## config.mk

```make
export PLATFORM = sky130hd
export DESIGN_NAME = output_port_reader_flat
export DESIGN_NICKNAME = d
export VERILOG_FILES = /design/src/rtl/switch_pkg.sv /design/src/rtl/output_port_reader_if.sv /design/src/rtl/out_port_fetcher.sv /design/src/rtl/output_port_reader.sv /design/src/flat_wrapper.sv
export SDC_FILE = /design/constraint.sdc
export NUM_CORES = 1
export LEC_CHECK = 0
export BUFFER_PORTS_ARGS = -buffer_cell sky130_fd_sc_hd__buf_2
export CORE_MARGIN = 5
export CORE_UTILIZATION = 51
export CTS_BUF_LIST = sky130_fd_sc_hd__clkbuf_16
export DETAILED_ROUTE_END_ITERATION = 6
export PLACE_DENSITY = 0.78
export SLEW_MARGIN = 20
export SYNTH_ARGS = -nofsm -noshare
export SYNTH_HDL_FRONTEND = slang
export SYNTH_HIERARCHICAL = 1
export SYNTH_SLANG_ARGS = --single-unit
export TNS_END_PERCENT = 30
```

## constraint.sdc

```tcl
create_clock -name clk -period 3.2 [get_ports clk]
set_input_delay 0.16 -clock clk [delete_from_list [all_inputs] [get_ports clk]]
set_output_delay 0.16 -clock clk [all_outputs]
set_load 0.05 [all_outputs]
```

## src/rtl/switch_pkg.sv

```systemverilog
`default_nettype none
// ============================================================================
// Module   : switch_pkg
// Purpose  : Shared sizes, Avalon register map and the per-port fetch state
//            encoding for the switch output-side read slave.
// Contents : NPORTS / AW / DW, address constants, fetch_state_t.
// Revision : 1.0 - initial release
// ============================================================================
package switch_pkg;

  localparam int NPORTS = 4;   // output ports / RAMs
  localparam int AW     = 12;  // output RAM address width
  localparam int DW     = 32;  // data width

  // Avalon word addresses (reads 0..3 pop a port head)
  localparam logic [3:0] ADDR_STATUS   = 4'd4;
  localparam logic [3:0] ADDR_OCC_BASE = 4'd5;
  localparam logic [3:0] ADDR_CLR_UFL  = 4'd12;
  localparam logic [3:0] ADDR_CLR_PTR  = 4'd13;

  typedef enum logic [1:0] {
    IDLE  = 2'd0,
    ISSUE = 2'd1,
    WAIT  = 2'd2,
    HOLD  = 2'd3
  } fetch_state_t;

endpackage
`default_nettype wire

```

## src/rtl/output_port_reader_if.sv

```systemverilog
`default_nettype none
// ============================================================================
// Module   : output_port_reader_if
// Purpose  : Avalon-MM slave bus plus the output-RAM read side of the switch.
// Signals  : chipselect/read/write/address/writedata/readdata (Avalon),
//            out_wraddr (fabric write pointers), out_q (RAM data),
//            out_rdaddr/out_rden (RAM read controls).
// Modports : slave  - the reader block
//            master - host and RAM/fabric side
// Revision : 1.0 - initial release
// ============================================================================
interface output_port_reader_if;
  import switch_pkg::*;

  logic                 chipselect;
  logic                 read;
  logic                 write;
  logic [3:0]           address;
  logic [DW-1:0]        writedata;
  logic [DW-1:0]        readdata;
  logic [NPORTS*AW-1:0] out_wraddr;
  logic [NPORTS*DW-1:0] out_q;
  logic [NPORTS*AW-1:0] out_rdaddr;
  logic [NPORTS-1:0]    out_rden;

  modport slave (
    input  chipselect, read, write, address, writedata, out_wraddr, out_q,
    output readdata, out_rdaddr, out_rden
  );

  modport master (
    output chipselect, read, write, address, writedata, out_wraddr, out_q,
    input  readdata, out_rdaddr, out_rden
  );

endinterface
`default_nettype wire

```

## src/rtl/out_port_fetcher.sv

```systemverilog
`default_nettype none
// ============================================================================
// Module   : out_port_fetcher
// Purpose  : Owns one output port's read pointer and prefetches the head word
//            of its output RAM into a holding register.
// Ports    : clk, reset (async active-low)
//            pop        - host consumed the head word
//            clr        - pointer clear (rd=0, head dropped, FSM to IDLE)
//            wraddr     - fabric write pointer
//            q          - RAM read data
//            rdaddr     - RAM read address (= rd pointer)
//            rden       - RAM read enable
//            head       - holding register
//            head_valid - holding register is full
//            occupancy  - unread words including the head (AW+1 bits)
// Revision : 1.0 - initial release
// ============================================================================
module out_port_fetcher
  import switch_pkg::*;
(
  input  logic          clk,
  input  logic          reset,
  input  logic          pop,
  input  logic          clr,
  input  logic [AW-1:0] wraddr,
  input  logic [DW-1:0] q,
  output logic [AW-1:0] rdaddr,
  output logic          rden,
  output logic [DW-1:0] head,
  output logic          head_valid,
  output logic [AW:0]   occupancy
);

  fetch_state_t  state, state_next;
  logic [AW-1:0] rd;

  always_ff @(posedge clk or negedge reset) begin
    if (!reset) state <= IDLE;
    else        state <= state_next;
  end

  // rd is already advanced when HOLD decides whether to refetch.
  always_comb begin
    state_next = state;
    if (clr) begin
      state_next = IDLE;
    end else begin
      case (state)
        IDLE:    if (wraddr != rd) state_next = ISSUE;
        ISSUE:   state_next = WAIT;
        WAIT:    state_next = HOLD;
        HOLD:    if (pop) state_next = (wraddr != rd) ? ISSUE : IDLE;
        default: state_next = IDLE;
      endcase
    end
  end

  // Decoded purely from the state register so the RAM sees a glitch-free
  // enable; a clear issued in ISSUE lets the read go out but its q is ignored.
  assign rden = (state == ISSUE);

  // q is valid during WAIT (RAM sampled the address at the end of ISSUE).
  always_ff @(posedge clk or negedge reset) begin
    if (!reset) begin
      rd         <= '0;
      head       <= '0;
      head_valid <= 1'b0;
    end else if (clr) begin
      rd         <= '0;
      head_valid <= 1'b0;
    end else if (state == WAIT) begin
      head       <= q;
      rd         <= rd + 1'b1;
      head_valid <= 1'b1;
    end else if (state == HOLD && pop) begin
      head_valid <= 1'b0;
    end
  end

  assign rdaddr    = rd;
  assign occupancy = {1'b0, wraddr - rd} + {{AW{1'b0}}, head_valid};

endmodule
`default_nettype wire

```

## src/rtl/output_port_reader.sv

```systemverilog
`default_nettype none
// ============================================================================
// Module   : output_port_reader
// Purpose  : Avalon-MM read slave that drains the switch output RAMs to the
//            host. Reads 0..3 pop a port head, 4 is status, 5..8 occupancy;
//            writes 12 clear underflow, 13 clear pointers.
// Ports    : clk   - system clock
//            reset - asynchronous active-low reset
//            bus   - output_port_reader_if.slave (Avalon + output RAM side)
// Revision : 1.0 - initial release
// ============================================================================
module output_port_reader
  import switch_pkg::*;
(
  input  logic                 clk,
  input  logic                 reset,
  output_port_reader_if.slave  bus
);

  logic              rd_req, wr_req, collide, clr_ptr, clr_ufl;
  logic [NPORTS-1:0] pop, head_valid, underflow, ufl_set;
  logic [DW-1:0]     head [NPORTS];
  logic [AW:0]       occ  [NPORTS];
  logic [DW-1:0]     rd_mux;
  logic              unused_writedata;

  // Commands are address-only; the data word carries nothing.
  assign unused_writedata = ^bus.writedata;

  // A write always wins over a simultaneous read.
  assign collide = bus.chipselect & bus.read & bus.write;
  assign rd_req  = bus.chipselect & bus.read & ~bus.write;
  assign wr_req  = bus.chipselect & bus.write;
  assign clr_ptr = wr_req && (bus.address == ADDR_CLR_PTR);
  assign clr_ufl = wr_req && (bus.address == ADDR_CLR_UFL);

  generate
    for (genvar g = 0; g < NPORTS; g++) begin : g_port
      out_port_fetcher u_fetch (
        .clk        (clk),
        .reset      (reset),
        .pop        (pop[g]),
        .clr        (clr_ptr),
        .wraddr     (bus.out_wraddr[AW*g +: AW]),
        .q          (bus.out_q[DW*g +: DW]),
        .rdaddr     (bus.out_rdaddr[AW*g +: AW]),
        .rden       (bus.out_rden[g]),
        .head       (head[g]),
        .head_valid (head_valid[g]),
        .occupancy  (occ[g])
      );
    end
  endgenerate

  // A port read pops only when a head is present; otherwise it flags underflow.
  always_comb begin
    pop     = '0;
    ufl_set = '0;
    for (int n = 0; n < NPORTS; n++) begin
      if (rd_req && bus.address == 4'(n)) begin
        pop[n]     = head_valid[n];
        ufl_set[n] = ~head_valid[n];
      end
    end
  end

  always_ff @(posedge clk or negedge reset) begin
    if (!reset)                 underflow <= '0;
    else if (clr_ufl | clr_ptr) underflow <= '0;
    else                        underflow <= underflow | ufl_set;
  end

  always_comb begin
    rd_mux = '0;
    for (int n = 0; n < NPORTS; n++) begin
      if (bus.address == 4'(n) && head_valid[n]) rd_mux = head[n];
      if (bus.address == ADDR_OCC_BASE + 4'(n))  rd_mux[AW:0] = occ[n];
    end
    if (bus.address == ADDR_STATUS) begin
      rd_mux[NPORTS-1:0]        = head_valid;
      rd_mux[2*NPORTS-1:NPORTS] = underflow;
    end
  end

  always_ff @(posedge clk or negedge reset) begin
    if (!reset)       bus.readdata <= '0;
    else if (collide) bus.readdata <= '0;
    else if (rd_req)  bus.readdata <= rd_mux;
  end

endmodule
`default_nettype wire

```

## src/flat_wrapper.sv

```systemverilog
// flat-port wrapper written by rule: the top's interface ports become plain ports
module output_port_reader_flat import switch_pkg::*;
  (clk, reset, bus_chipselect, bus_read, bus_write, bus_address, bus_writedata, bus_out_wraddr, bus_out_q, bus_readdata, bus_out_rdaddr, bus_out_rden);
  output_port_reader_if bus_i ();
  input  logic clk;
  input  logic reset;
  input wire logic [$bits(bus_i.chipselect)-1:0] bus_chipselect;
  input wire logic [$bits(bus_i.read)-1:0] bus_read;
  input wire logic [$bits(bus_i.write)-1:0] bus_write;
  input wire logic [$bits(bus_i.address)-1:0] bus_address;
  input wire logic [$bits(bus_i.writedata)-1:0] bus_writedata;
  input wire logic [$bits(bus_i.out_wraddr)-1:0] bus_out_wraddr;
  input wire logic [$bits(bus_i.out_q)-1:0] bus_out_q;
  output wire logic [$bits(bus_i.readdata)-1:0] bus_readdata;
  output wire logic [$bits(bus_i.out_rdaddr)-1:0] bus_out_rdaddr;
  output wire logic [$bits(bus_i.out_rden)-1:0] bus_out_rden;
  assign bus_i.chipselect = bus_chipselect;
  assign bus_i.read = bus_read;
  assign bus_i.write = bus_write;
  assign bus_i.address = bus_address;
  assign bus_i.writedata = bus_writedata;
  assign bus_i.out_wraddr = bus_out_wraddr;
  assign bus_i.out_q = bus_out_q;
  assign bus_readdata = bus_i.readdata;
  assign bus_out_rdaddr = bus_i.out_rdaddr;
  assign bus_out_rden = bus_i.out_rden;
  output_port_reader u_core (.clk(clk), .reset(reset), .bus(bus_i));
endmodule
```

==> Word-level counts from Yosys, hierarchy flattened <==
Index checks and enable logic that the tools add are counted.
W data, S select, Z words.
{ "classes": {"add_sub_neg": 12, "n_eq_ne": 34, "muxes": 60, "n_bitwise": 12, "n_reduce_logical": 36} }
{ "op_table": {"columns": ["cell", "count"], "rows": [
  ["$mux W32", 6],
  ["$mux W12", 8],
  ["$add A12 B1 Y13", 4],
  ["$mux W13", 4],
  ["$add A12 B1 Y12 const B", 4],
  ["$ne A12 B12 Y1", 4],
  ["$sub A12 B12 Y12", 4],
  ["$pmux W2 S4", 4],
  ["$mux W1", 24],
  ["$mux W2", 12],
  ["$ne A3 B2 Y1 const B", 8],
  ["$eq A2 B2 Y1 const B", 8],
  ["$eq A4 B3 Y1 const B", 4],
  ["$reduce_and A2 Y1", 8],
  ["$logic_and A1 B1 Y1", 14],
  ["$eq A4 B4 Y1 const B", 3],
  ["$reduce_bool A3 Y1", 4],
  ["$reduce_bool A2 Y1", 5],
  ["$eq A2 B1 Y1 const B", 4],
  ["$eq A4 B2 Y1 const B", 2],
  ["$logic_not A2 Y1", 4],
  ["$mux W8", 1],
  ["$not A1 Y1", 6],
  ["$and A1 B1 Y1", 4],
  ["other kinds (5)", 5]
]} }
{ "word_totals": {"regBits": 224, "in_bits": 217, "out_inout_bits": 84, "elab_cells": 172} }

==> Logic depth before layout (Yosys ltp) <==
{ "depth": {"word_depth": 13, "ltp_mapped": 15, "depth_no_buf": 15} }

==> Cells and area by module <==
The synthesis kept the hierarchy.
{ "modules_own_cells": {"columns": ["module", "n_inst", "cells_per_inst", "area_per_inst_um2", "seq_area_each_um2"], "rows": [
  ["out_port_fetcher (u_core.g_port[0].u_fetch ...)", 3, 267, 2840.2, 1176.1],
  ["out_port_fetcher (u_core.g_port[1].u_fetch)", 1, 276, 2866.5, 1176.1],
  ["output_port_reader", 1, 327, 2856.5, 900.9]
]} }

==> Worst setup path after synthesis <==
No wires, ideal clock.
{ "synth_timing": {"path_kind": "register to register", "start": "register u_core.g_port[0].u_fetch.rd[0]", "end": "register u_core.bus.readdata[10]", "setup_ps": 121, "t_arrival_ps": 3402, "t_required_ps": 3079, "path_slack_ps": -323, "path_stages_with_launch": 15, "n_path_buf": 0, "period_less_slack_ps": 3523, "cell_sequence": "dfrtp_1 > ha_1 > inv_1 > fa_1 > a21o_2 > a221oi_4 > xor2_2 > and4bb_4 > and3_4 > nand3_2 > xnor2_1 > a21o_1 > a222oi_1 > o21ai_1 > a22o_1"} }
{ "synth_rtl": {"columns": ["item", "line", "rtl"], "rows": [
  ["start, declared", "out_port_fetcher.sv:35", "logic [AW-1:0] rd;"],
  ["start signal, assigned", "out_port_fetcher.sv:73", "rd <= rd + 1'b1;"],
  ["end signal, assigned", "output_port_reader.sv:88", "else if (rd_req) bus.readdata <= rd_mux;"],
  ["end, declared", "output_port_reader_if.sv:28", "output readdata, out_rdaddr, out_rden"]
]} }

==> impl_metrics.json <==
{
  "violations": "negative setup slack",
  "pin_count": 301,
  "avgViaCountPerCell": 5.91,
  "first_pass_iters": 5,
  "yosysUniqueCellTypes": 73,
  "syn_area_um2": 14200,
  "irDropWorstVdd_mv": 0.535,
  "route.met2.wl_um": 22300,
  "finClkSkew_ns": 0.0207,
  "relSlewSlack": 0.226,
  "synth.avg_cell_area_um2": 10.1,
  "max_stage_delay_ns": 0.38,
  "finalCritPeriodShare": 1.01,
  "overflow": 0,
  "path_cells": "ha_4, inv_2, fa_2, a21o_4, a221oi_4, xor2_2, and4bb_4, and3_4, nand3_2, xnor2_1, a21o_1, a222oi_1, o21ai_1, a22o_1",
  "htree_levels": 1,
  "ys_seq_elements": 224,
  "crit_buf_inv": 1,
  "design_area_um2": 18400,
  "stdcell_count": 2205,
  "drc_errors": 0,
  "cts-root-buf": "clkbuf_16",
  "final-setup-viol-count": 4,
  "outcome": "finished, violations left",
  "syn2layout_area_growth_pct": 29.0,
  "crit_path_max_fanout": 4,
  "wirelength_um": 45900,
  "yosys_warnings": 6,
  "drive_above_1_share": 0.300,
  "grt.total_usage": 0.282,
  "max-cap-violations": 0,
  "fin_nets": 2094,
  "io_buffers": 268,
  "final_max_slew_viol_count": 0,
  "critical_path_class": "reg -> reg",
  "gp_congestion": 0.938,
  "placedCellCount": 2018,
  "start_kind": "flop",
  "async_flop_share": 1.00,
  "tritoncts": "yes",
  "fp.dieW_um": 177,
  "r2r_start": "u_core/g_port[0].u_fetch/rdaddr[0]$_DFFE_PN0P_",
  "first_iter_violations": 1162,
  "yosysTopAreaCellShare": 0.394,
  "critical_path_required_ns": 3.62,
  "dr_wl_met3_um": 3810,
  "rows": 61,
  "start_util": 0.514,
  "end_kind": "flop",
  "hp-class": "in -> reg",
  "cts_buffers": 26,
  "clockBufferDepth": 3,
  "dieArea_um2": 31400,
  "wl_met1_um": 17900,
  "yosys.area.top_type": "dfrtp_1",
  "worstSetupStartpoint": "u_core/g_port[0].u_fetch/rdaddr[0]$_DFFE_PN0P_",
  "clkTransAtPathRegs_ns": 0.06,
  "worstHoldStart": "bus_address[1]",
  "die_height_um": 177,
  "ant_nets": 0,
  "place_hpwl_um": 31000,
  "hold_violations": 0,
  "grt_max_degree": 96,
  "placed_area_um2": 16100,
  "synthFlopType": "dfrtp_1",
  "path_delay_family": "compound AO/OA/AOI/OAI gates",
  "core-area_um2": 27700,
  "worstPathArrival_ns": 3.65,
  "cellLeakagePower_nw": 8.37,
  "p_per_area_nw_per_um2": 880,
  "cp_slowest_cell": "dfrtp_2",
  "synthTopCellsByArea": "dfrtp_1 (39%), mux2_2 (8.9%), ha_1 (6.3%)",
  "dp_worst_setup_slack_ns": -0.0386,
  "vias": 13000,
  "antenna_found_initial": 7,
  "synth-edff-count": 0,
  "fin_crit_ns": 3.23,
  "final.setup.worst_slack_ns": -0.0320,
  "syn_nets": 1697,
  "clock.fmax_mhz": 309,
  "cts_num_sinks": 224,
  "syn_inst": 1404,
  "grt_pass1_wl_um": 71000,
  "clk-insertion-delay-late_ns": 0.54,
  "highest_layer": "met5",
  "rsz0062_at_grt": "yes",
  "yosysSeqAreaShare": 0.394,
  "grt_pass1_vias": 13500,
  "worst_pin_slew_ns": 1.16,
  "post_drt_wl_per_cell_um": 20.8
}
-- kinds of logic (layout without fill, tap and decap cells) --
| kind of cell | after synthesis | in the layout | share of synthesized area |
|---|---|---|---|
| XOR/XNOR | 106 | 106 | 0.0668 |
| AND/OR/NAND/NOR | 419 | 419 | 0.148 |
| adder cells (fa/ha/maj) | 76 | 76 | 0.0689 |
| buffers and inverters | 149 | 566 | 0.0458 |
| AO/OA/AOI/OAI | 297 | 297 | 0.173 |
| multiplexers | 133 | 133 | 0.105 |
| flip-flops | 224 | 224 | 0.394 |
| other | 0 | 6 | 0 |
-- sequential cells by signal (all words and copies together), names as in the netlist --
register / flops
u_core/g_port.u_fetch/rdaddr: 48
u_core/g_port.u_fetch/state: 8
u_core/g_port.u_fetch/head_valid: 4
u_core/g_port.u_fetch/head: 128
u_core/bus.readdata: 32
u_core/underflow: 4
-- tightest hold or removal path, stage by stage --
cell and delay, ns:
buf_2 0.21, nor4_1 0.09, o21a_1 0.17
-- area by class of cell --
cell class | count | area, um2
Sequential cell | 224 | 5620
Fill cell | 2119 | 9330
Antenna cell | 6 | 15.0
Clock inverter | 21 | 204
Inverter | 73 | 274
Clock buffer | 27 | 676
Tap cell | 378 | 473
Multi-Input combinational cell | 1031 | 8080
Timing Repair Buffer | 445 | 3040
-- worst paths after layout --
check	end	slack, ns	cells after the start
setup reg to reg	u_core/bus.readdata[10]$_DFFE_PN0P_	-0.03	14
max in group asynchronous	u_core/g_port[1].u_fetch/rdaddr[0]$_DFFE_PN0P_	2.11	3
hold / removal	u_core/underflow[1]$_DFF_PN0_	0.14	3
hold reg to reg	u_core/g_port[2].u_fetch/head[28]$_DFFE_PN0P_	0.49	1
min in group asynchronous	u_core/g_port[3].u_fetch/rdaddr[6]$_DFFE_PN0P_	0.15	2
setup / recovery	u_core/bus.readdata[10]$_DFFE_PN0P_	-0.03	14
-- cell usage in the layout (no fill, tap or decap), types with 6 or more instances in the layout --
master and n:
dfrtp_2 10, xor2_1 38, dlygate4sd3_1 129, inv_1 76, buf_4 46, dfrtp_1 214
a221o_1 19, o211ai_1 12, xnor2_1 65, ha_1 70, o21ai_0 14, o221ai_1 19
a222oi_1 31, a31oi_1 9, and2_1 7, a21o_1 20, nor2b_1 11, and3_1 24
nor3_1 31, a21oi_1 68, diode_2 6, clkbuf_16 27, nand2b_1 11, o21a_1 9
nand2_1 99, a211oi_1 12, nand3_1 24, buf_2 267, nand4_1 30, a221oi_1 21
o211a_1 6, nor2_1 132, mux2_1 15, mux2_2 113, or3_1 8
-- metrics by stage --
step	hold WS [ns]	utilization	power, mW	TNS (ns)
2_1_floorplan	-0.136	-	10.4	-0.106
3_5_place_dp	0.122	0.581	12.6	-0.0706
6_report	0.143	0.663	16.2	-0.0769
4_1_cts	0.100	0.659	15.9	-0.132
5_1_grt	0.133	0.663	17.0	-0.842
3_3_place_gp	0.118	0.581	12.3	0
-- Yosys cell counts, types with 14 or more instances --
cell type  instances
nand3_1           24
nor2_1           135
ha_1              72
inv_1             73
o221ai_1          19
o21ai_0           14
mux2_1            15
nor3_1            31
clkbuf_1          35
a21oi_1           69
nor2b_1           15
mux2_2           113
a221o_1           19
xnor2_1           65
a222oi_1          31
and3_1            24
dfrtp_1          224
buf_1             15
nand4_1           30
a21o_1            20
a221oi_1          21
xor2_1            38
nand2_1           99
-- power by group --
group / switching (mW) / internal (mW)
Combinational: 4.68 / 3.49
Sequential: 0.898 / 4.00
Clock: 1.25 / 1.85
Total: 6.83 / 9.34
-- timing repair --
item / in CTS / in global routing
endpoints found under the setup margin: 3 / 7
resized for setup: 0 / 7
hold buffers: 129 / 0
pin swaps: 0 / 11
hold endpoints to repair: 182 / 0
buffers inserted: 0 / 3
-- layer usage --
metal	GRT usage	vias to the layer above
met5	0	-
met4	0.105	2
met2	0.486	630
met3	0.0549	142
li1	-	5926
met1	0.352	6337
Power figures use the tool's default switching activity.
